<file path="src/rtl/tx_frame_arbiter.sv">
// tx_frame_arbiter: round-robin arbiter that serialises one requester's code/data into an 8-byte TX FIFO frame.
// Optional TX_FRAME_CSUM_EN: byte 6 carries the XOR of code and the four data bytes instead of 0x00.
module tx_frame_arbiter #(
  parameter int N_REQ          = 4,
  parameter int TX_FIFO_LOAD_W = 13,
  parameter int TX_FIFO_DEPTH  = 4096
) (
  input  logic                      clk,
  input  logic                      rst_n,
  input  logic [N_REQ-1:0]          req,
  input  logic [8*N_REQ-1:0]        req_code,
  input  logic [32*N_REQ-1:0]       req_data,
  output logic [N_REQ-1:0]          ack,
  input  logic [TX_FIFO_LOAD_W-1:0] txfifo_load,
  input  logic                      txfifo_full,
  output logic                      txfifo_wr,
  output logic [7:0]                txfifo_data,
  output logic                      busy
);
  localparam int RW = N_REQ > 1 ? $clog2(N_REQ) : 1;
  typedef enum logic {IDLE, SEND} state_t;
  state_t state, state_d;
  logic [RW-1:0] rr, g, k;
  logic [2:0] idx;
  logic [7:0] code_q, csum;
  logic [7:0] frame [8];
  logic [31:0] data_q;
  logic space, grant;
  assign space = txfifo_load <= TX_FIFO_LOAD_W'(TX_FIFO_DEPTH - 8);
  assign grant = rst_n && state == IDLE && |req && space;
  // Scan from the highest offset down so the requester closest to rr wins.
  always_comb begin
    g = rr;
    k = rr;
    for (int i = N_REQ - 1; i >= 0; i--) begin
      k = RW'((int'(rr) + i) % N_REQ);
      if (req[k]) g = k;
    end
  end
`ifdef TX_FRAME_CSUM_EN
  assign csum = code_q ^ data_q[7:0] ^ data_q[15:8] ^ data_q[23:16] ^ data_q[31:24];
`else
  assign csum = 8'h00;
`endif
  assign frame = '{8'h55, data_q[7:0], data_q[15:8], data_q[23:16], data_q[31:24], code_q, csum, 8'hAA};
  always_ff @(posedge clk or negedge rst_n)
    if (!rst_n) state <= IDLE;
    else state <= state_d;
  always_comb
    state_d = grant ? SEND : (state == SEND && !txfifo_full && idx == 3'd7) ? IDLE : state;
  always_comb begin
    busy = state == SEND;
    txfifo_wr = busy && !txfifo_full;
    txfifo_data = busy ? frame[idx] : 8'h00;
    ack = grant ? N_REQ'(1) << g : '0;
  end
  always_ff @(posedge clk or negedge rst_n)
    if (!rst_n) begin
      rr <= '0;
      idx <= '0;
      code_q <= '0;
      data_q <= '0;
    end else if (grant) begin
      rr <= (g == RW'(N_REQ - 1)) ? '0 : g + 1'b1;
      idx <= '0;
      code_q <= req_code[8*int'(g) +: 8];
      data_q <= req_data[32*int'(g) +: 32];
    end else if (txfifo_wr) begin
      idx <= idx + 3'd1;
    end
endmodule

</file>
<file path="config.mk">
export PLATFORM = sky130hd
export DESIGN_NAME = tx_frame_arbiter
export DESIGN_NICKNAME = d
export VERILOG_FILES = /design/src/rtl/tx_frame_arbiter.sv
export SDC_FILE = /design/constraint.sdc
export NUM_CORES = 1
export LEC_CHECK = 0
export BUFFER_PORTS_ARGS = -buffer_cell sky130_fd_sc_hd__buf_4
export CORE_ASPECT_RATIO = 1.5
export CORE_UTILIZATION = 43
export DETAILED_ROUTE_END_ITERATION = 16
export PLACE_DENSITY = 0.75
export SLEW_MARGIN = 30
export SYNTH_ARGS = -nofsm -noshare
export SYNTH_HDL_FRONTEND = slang
export SYNTH_SLANG_ARGS = --single-unit
</file>
<file path="constraint.sdc">
create_clock -name clk -period 3.8 [get_ports clk]
set_input_delay 0.38 -clock clk [delete_from_list [all_inputs] [get_ports clk]]
set_output_delay 0.38 -clock clk [all_outputs]
set_load 0.05 [all_outputs]
</file>
==> results of run 1 <==
-- flip-flops by register name, summed over array words and instances (netlist names) --
| name | count |
|---|---|
| rr | 2 |
| busy | 1 |
| data_q | 32 |
| idx | 3 |
| code_q | 8 |
-- metal layers --
layer  global-route usage  routed length, um  up-vias
met1                0.281               4560     2000
met3               0.0487                678       35
li1                     -                  -     2008
met2                0.525               7570      136
met5                    0                  0        -
met4                0.121                452        0
-- cell families after synthesis --
logic type / Yosys count / synth area share
buffers and inverters: 53 / 0.0612
adders and majority gates: 3 / 0.00914
xor gates and xnor gates: 1 / 0.00213
DFF: 46 / 0.280
muxes: 54 / 0.133
AOI/OAI and AO/OA: 150 / 0.386
and+or+nand+nor: 127 / 0.128
-- power breakdown --
part           internal, mW  switching [mW]
Sequential            0.735           0.269
Combinational         0.885            1.37
Clock                 0.261           0.180
-- Yosys cell counts --
master | number | area share
buf_4 | 7 | 0.013
nor3_1 | 3 | 0.0037
o21ai_0 | 8 | 0.0098
a2111oi_2 | 7 | 0.026
a2111oi_0 | 13 | 0.028
buf_2 | 3 | 0.0037
nand3_1 | 1 | 0.0012
dfrtp_1 | 46 | 0.28
nor2b_1 | 4 | 0.0061
a311oi_1 | 4 | 0.0085
nand4_1 | 1 | 0.0015
nor4_1 | 1 | 0.0015
nand2b_1 | 2 | 0.0030
nand2_1 | 54 | 0.049
mux2_2 | 4 | 0.011
a211o_1 | 2 | 0.0043
clkbuf_1 | 33 | 0.030
nor2_1 | 56 | 0.051
clkinv_1 | 1 | 0.00091
inv_2 | 1 | 0.00091
a211oi_1 | 81 | 0.15
ha_1 | 3 | 0.0091
o22ai_1 | 1 | 0.0015
and3b_1 | 1 | 0.0021
nor3b_1 | 1 | 0.0018
a21oi_1 | 2 | 0.0024
a2111oi_4 | 20 | 0.13
inv_1 | 3 | 0.0027
o21ai_1 | 2 | 0.0024
o21a_1 | 1 | 0.0018
buf_1 | 2 | 0.0018
xnor2_1 | 1 | 0.0021
mux2i_1 | 50 | 0.12
o22a_1 | 3 | 0.0064
or3b_1 | 1 | 0.0021
buf_6 | 3 | 0.0082
a221oi_1 | 5 | 0.011
a2111o_1 | 1 | 0.0027
nor3b_2 | 1 | 0.0030
and2_1 | 1 | 0.0015
-- cell type report --
| type | count | area [sq um] |
|---|---|---|
| clock inverter | 1 | 5.00 |
| clock buffer | 7 | 143 |
| fill | 806 | 3430 |
| timing repair buffer | 205 | 1610 |
| tap | 112 | 140 |
| multi-input combinational | 335 | 2750 |
| sequential | 46 | 1150 |
| inverter | 5 | 18.8 |
-- how the worst min path moves through the flow --
stage / endpoint
global route: data_q[11]$_DFFE_PN0P_
finish: data_q[18]$_DFFE_PN0P_
detailed placement: data_q[21]$_DFFE_PN0P_
CTS: data_q[11]$_DFFE_PN0P_
global placement: data_q[18]$_DFFE_PN0P_
floorplan: busy$_DFFE_PN0P_
-- critical path, delay by kind of cell (launching register included) --
| kind | cells | cell delay [ns] |
|---|---|---|
| AOI/OAI and AO/OA | 3 | 1.19 |
| buffers and inverters | 3 | 1.02 |
| DFF | 1 | 0.42 |
| and+or+nand+nor | 1 | 0.19 |
| muxes | 1 | 0.19 |
-- stage by stage --
stage,hold slack (ns),util
6_report,0.200,0.629
5_1_grt,0.268,0.629
4_1_cts,0.233,0.626
3_5_place_dp,0.541,0.610
3_3_place_gp,0.520,0.604
2_1_floorplan,0.0844,-
==> reports/results.tsv, run 1 <==
metric	value	unit
rrSetupSlack	0.65	ns
reg2reg_depth	8	
tns	0	ns
die_area	9950	sq um
worst_ir_drop_vdd	0.613	mV
yosys_warnings	0	
antenna_found_initial	0	
yosysUniqueCellTypes	40	
fin_nets	781	
relSlewSlack	0.450	
cellPowerDensity	636	nW/um^2
ctsHoldBuffers	0	
critPathCapture	data_q[10]$_DFFE_PN0P_	
crit_path_start_kind	register	
clock-sinks	46	
post-place-ws	0.508	ns
final_cell_mix	buf_4, a211oi_1, nor2_1	
cts_resized	0	
cap_violations	0	
leakagePower	2.49	nW
period_share	0.830	
place_congestion	0.835	
fp.dieW	81.8	um
syn_area_per_cell	9.46	sq um
dp_hpwl	10200	um
arrival	3.34	ns
cts_made_buffers	5	
rsz0062_at_grt	false	
path_max_fanout	37	
tritoncts	done	
setup_violations	0	
grt_pass1_vias	4393	
rr_startpoint	rr[0]$_DFFE_PN0P_	
critPathSlowestCell	o22ai_4	
crit_top_cell	buf_16	
crit_path_max_incr_delay	0.52	ns
status	finished clean	
fmax	0.317	GHz
cts.clk_slew.worst_paths	0.06	ns
critPathLaunch	rr[0]$_DFFE_PN0P_	
synth_area	4110	sq um
drv_slew	0	
die_y	122	um
placed_cell_area	5650	sq um
r2r_end	data_q[10]$_DFFE_PN0P_	
grt_start_max_net_pins	62	
ant_nets	0	
fin_ws	0.646	ns
worst_pin_slew	0.822	ns
cts_setup_buffers	0	
grt_overflow	0	
synth_seq_cells	46	
grt_pass1_wl	20800	um
skew	0.00444	ns
drive_gt1_frac	0.419	
drt_first_pass_iters	4	
final_area	5820	sq um
port_buffers	193	
drt-total-wl	13300	um
rows	43	
clk_latency	0.28	ns
cp-end-kind	register	
cp.required	3.99	ns
vias	4179	
num_antenna_cells	0	
min_path_type	input port to async pin	
clk_path_buf_depth	2	
hold_viol	0	
synth_cells	434	
min_period	3.15	ns
core	9250	sq um
drt_iter0_drc	247	
power	3.70	mW
start_util	0.444	
cp_cell_sequence	nor3b_2 > o22ai_4 > buf_16 > a211o_4 > buf_16 > buf_4 > mux2i_1 > a211oi_1	
num_io_pins	194	
synth_fp_nets	617	
fin_cells	711	
dp.cells	702	
layout_commonest_cell	buf_4	
critPathKind	register to register	
seq_area_frac_synth	0.280	
vias_per_cell	5.88	
syn2layout_area_growth	41.8	%
wl_per_cell	18.7	um
h-tree-depth	2	
cts-root-buf	clkbuf_16	
detail_route.drc_violations	0	
grt_usage	0.276	
No activity file was read; power rests on OpenSTA's default activity.
==> run 2, diff against run 1 <==
- clock period: 3.8 -> 3.1 ns (I/O delays scaled with it)
==> run 2 against run 1 <==
Net effect: critical path depth fell by 2; critical path type is now register to primary output; largest cell class unchanged; highest routed layer unchanged; via count is 1.3% lower; critical endpoint is now ack[0]; clock-buffer cell count stayed put.
==> reports/results.tsv, run 2 (synthesis gave the netlist of run 1 again) <==
metric	value	unit
clk_latency	0.29	ns
setup_violations	0	
post-place-ws	0.736	ns
grt_usage	0.275	
relSlewSlack	0.471	
cts_resized	0	
worst_ir_drop_vdd	0.815	mV
tritoncts	done	
period_share	0.814	
cap_violations	0	
h-tree-depth	2	
num_antenna_cells	0	
ctsHoldBuffers	0	
dp_hpwl	10100	um
clk_path_buf_depth	2	
rows	43	
cp.required	2.79	ns
place_congestion	0.917	
grt_overflow	0	
clock-sinks	46	
port_buffers	193	
hold_viol	0	
num_io_pins	194	
rrSetupSlack	0.77	ns
cts_made_buffers	5	
fp.dieW	81.8	um
drv_slew	0	
worst_pin_slew	0.794	ns
cts-root-buf	clkbuf_16	
cts.clk_slew.worst_paths	0.07	ns
critPathSlowestCell	dfrtp_1	
grt_pass1_vias	4276	
vias	4126	
detail_route.drc_violations	0	
path_max_fanout	19	
start_util	0.444	
min_period	2.52	ns
fmax	0.396	GHz
critPathTopFamily	buffers and inverters	
ant_nets	0	
antenna_found_initial	0	
drive_gt1_frac	0.418	
grt_start_max_net_pins	47	
crit_path_start_kind	register	
fin_nets	783	
fill_cells	813	
syn2layout_area_growth	40.2	%
wl_per_cell	18.6	um
top_register	data_q	
status	finished clean	
cellPowerDensity	777	nW/um^2
drt-total-wl	13300	um
die_y	122	um
skew	0.00986	ns
min_path_type	input port to async pin	
crit_top_cell	buf_4	
fin_ws	0.578	ns
drt_first_pass_iters	4	
cts_setup_buffers	0	
die_area	9950	sq um
largest_register_ffs	32	
arrival	2.21	ns
critPathKind	register to primary output	
final_cell_mix	buf_4, a211oi_1, nor2_1	
cp_cell_sequence	and3b_1 > a2111o_1 > nand2_2 > buf_4 > nor2_1 > buf_4	
grt_pass1_wl	20700	um
vias_per_cell	5.79	
layout_commonest_cell	buf_4	
core	9250	sq um
drt_iter0_drc	260	
leakagePower	2.46	nW
tns	0	ns
cp-end-kind	primary output	
worst-path-buf-inv	2	
crit_path_max_incr_delay	0.48	ns
top_regs	data_q: 32 flops, code_q: 8 flops, idx: 3 flops	
rsz0062_at_grt	false	
## run 2: cell count changes in the layout (fill, tap and decap cells not counted)
cell,delta
clkinv_2,-1
buf_8,+1
buf_12,-1
clkbuf_1,+1
buf_4,+5
buf_16,-3
clkbuf_8,-1
## run 2: path summary, 6_finish.rpt
path / start / to / cells after the start
max: rr[1]$_DFFE_PN0P_ / ack[0] / 6
min: rst_n / data_q[20]$_DFFE_PN0P_ / 2
max reg2reg: rr[1]$_DFFE_PN0P_ / data_q[2]$_DFFE_PN0P_ / 5
min reg2reg: code_q[1]$_DFFE_PN0P_ / code_q[1]$_DFFE_PN0P_ / 2
max in group asynchronous: rst_n / code_q[4]$_DFFE_PN0P_ / 2
min in group clk: txfifo_full / busy$_DFFE_PN0P_ / 3
## run 2: where the power goes
part / total [mW] / switching [mW] / internal [mW]
logic: 2.72 / 1.67 / 1.05
clock network: 0.511 / 0.216 / 0.295
registers: 1.24 / 0.340 / 0.901
## run 2: layout make-up
class,count,area [sq um],area share
sequential,46,1150,0.200
inverter,5,18.8,0.00326
timing repair buffer,207,1560,0.271
tap,112,140,0.0243
clock buffer,7,133,0.0230
multi-input combinational,335,2750,0.478
## run 2: worst reg2reg max path, delay by kind of cell (launching register included)
family / cells / cell delay [ns]
compound gates: 2 / 0.30
buf+inv: 1 / 0.60
flops: 1 / 0.48
mux: 1 / 0.42
simple gates: 1 / 0.37
## run 2: stage by stage
step	cell area [sq um]	std cells	power, mW	util	hold slack [ns]
5_1_grt	5760	712	4.77	0.622	0.193
4_1_cts	5760	712	4.49	0.622	0.163
6_report	5760	712	4.48	0.622	0.144
2_1_floorplan	4110	434	3.18	-	0.0144
3_5_place_dp	5630	705	3.97	0.608	0.467
3_3_place_gp	5610	704	3.89	0.606	0.461
## run 2: per-layer routing
layer | wire, um | GRT usage | vias up
met4 | 293 | 0.0888 | 0
met5 | 0 | 0 | -
li1 | - | - | 2004
met1 | 4850 | 0.308 | 1959
met2 | 7430 | 0.514 | 145
met3 | 700 | 0.0367 | 18
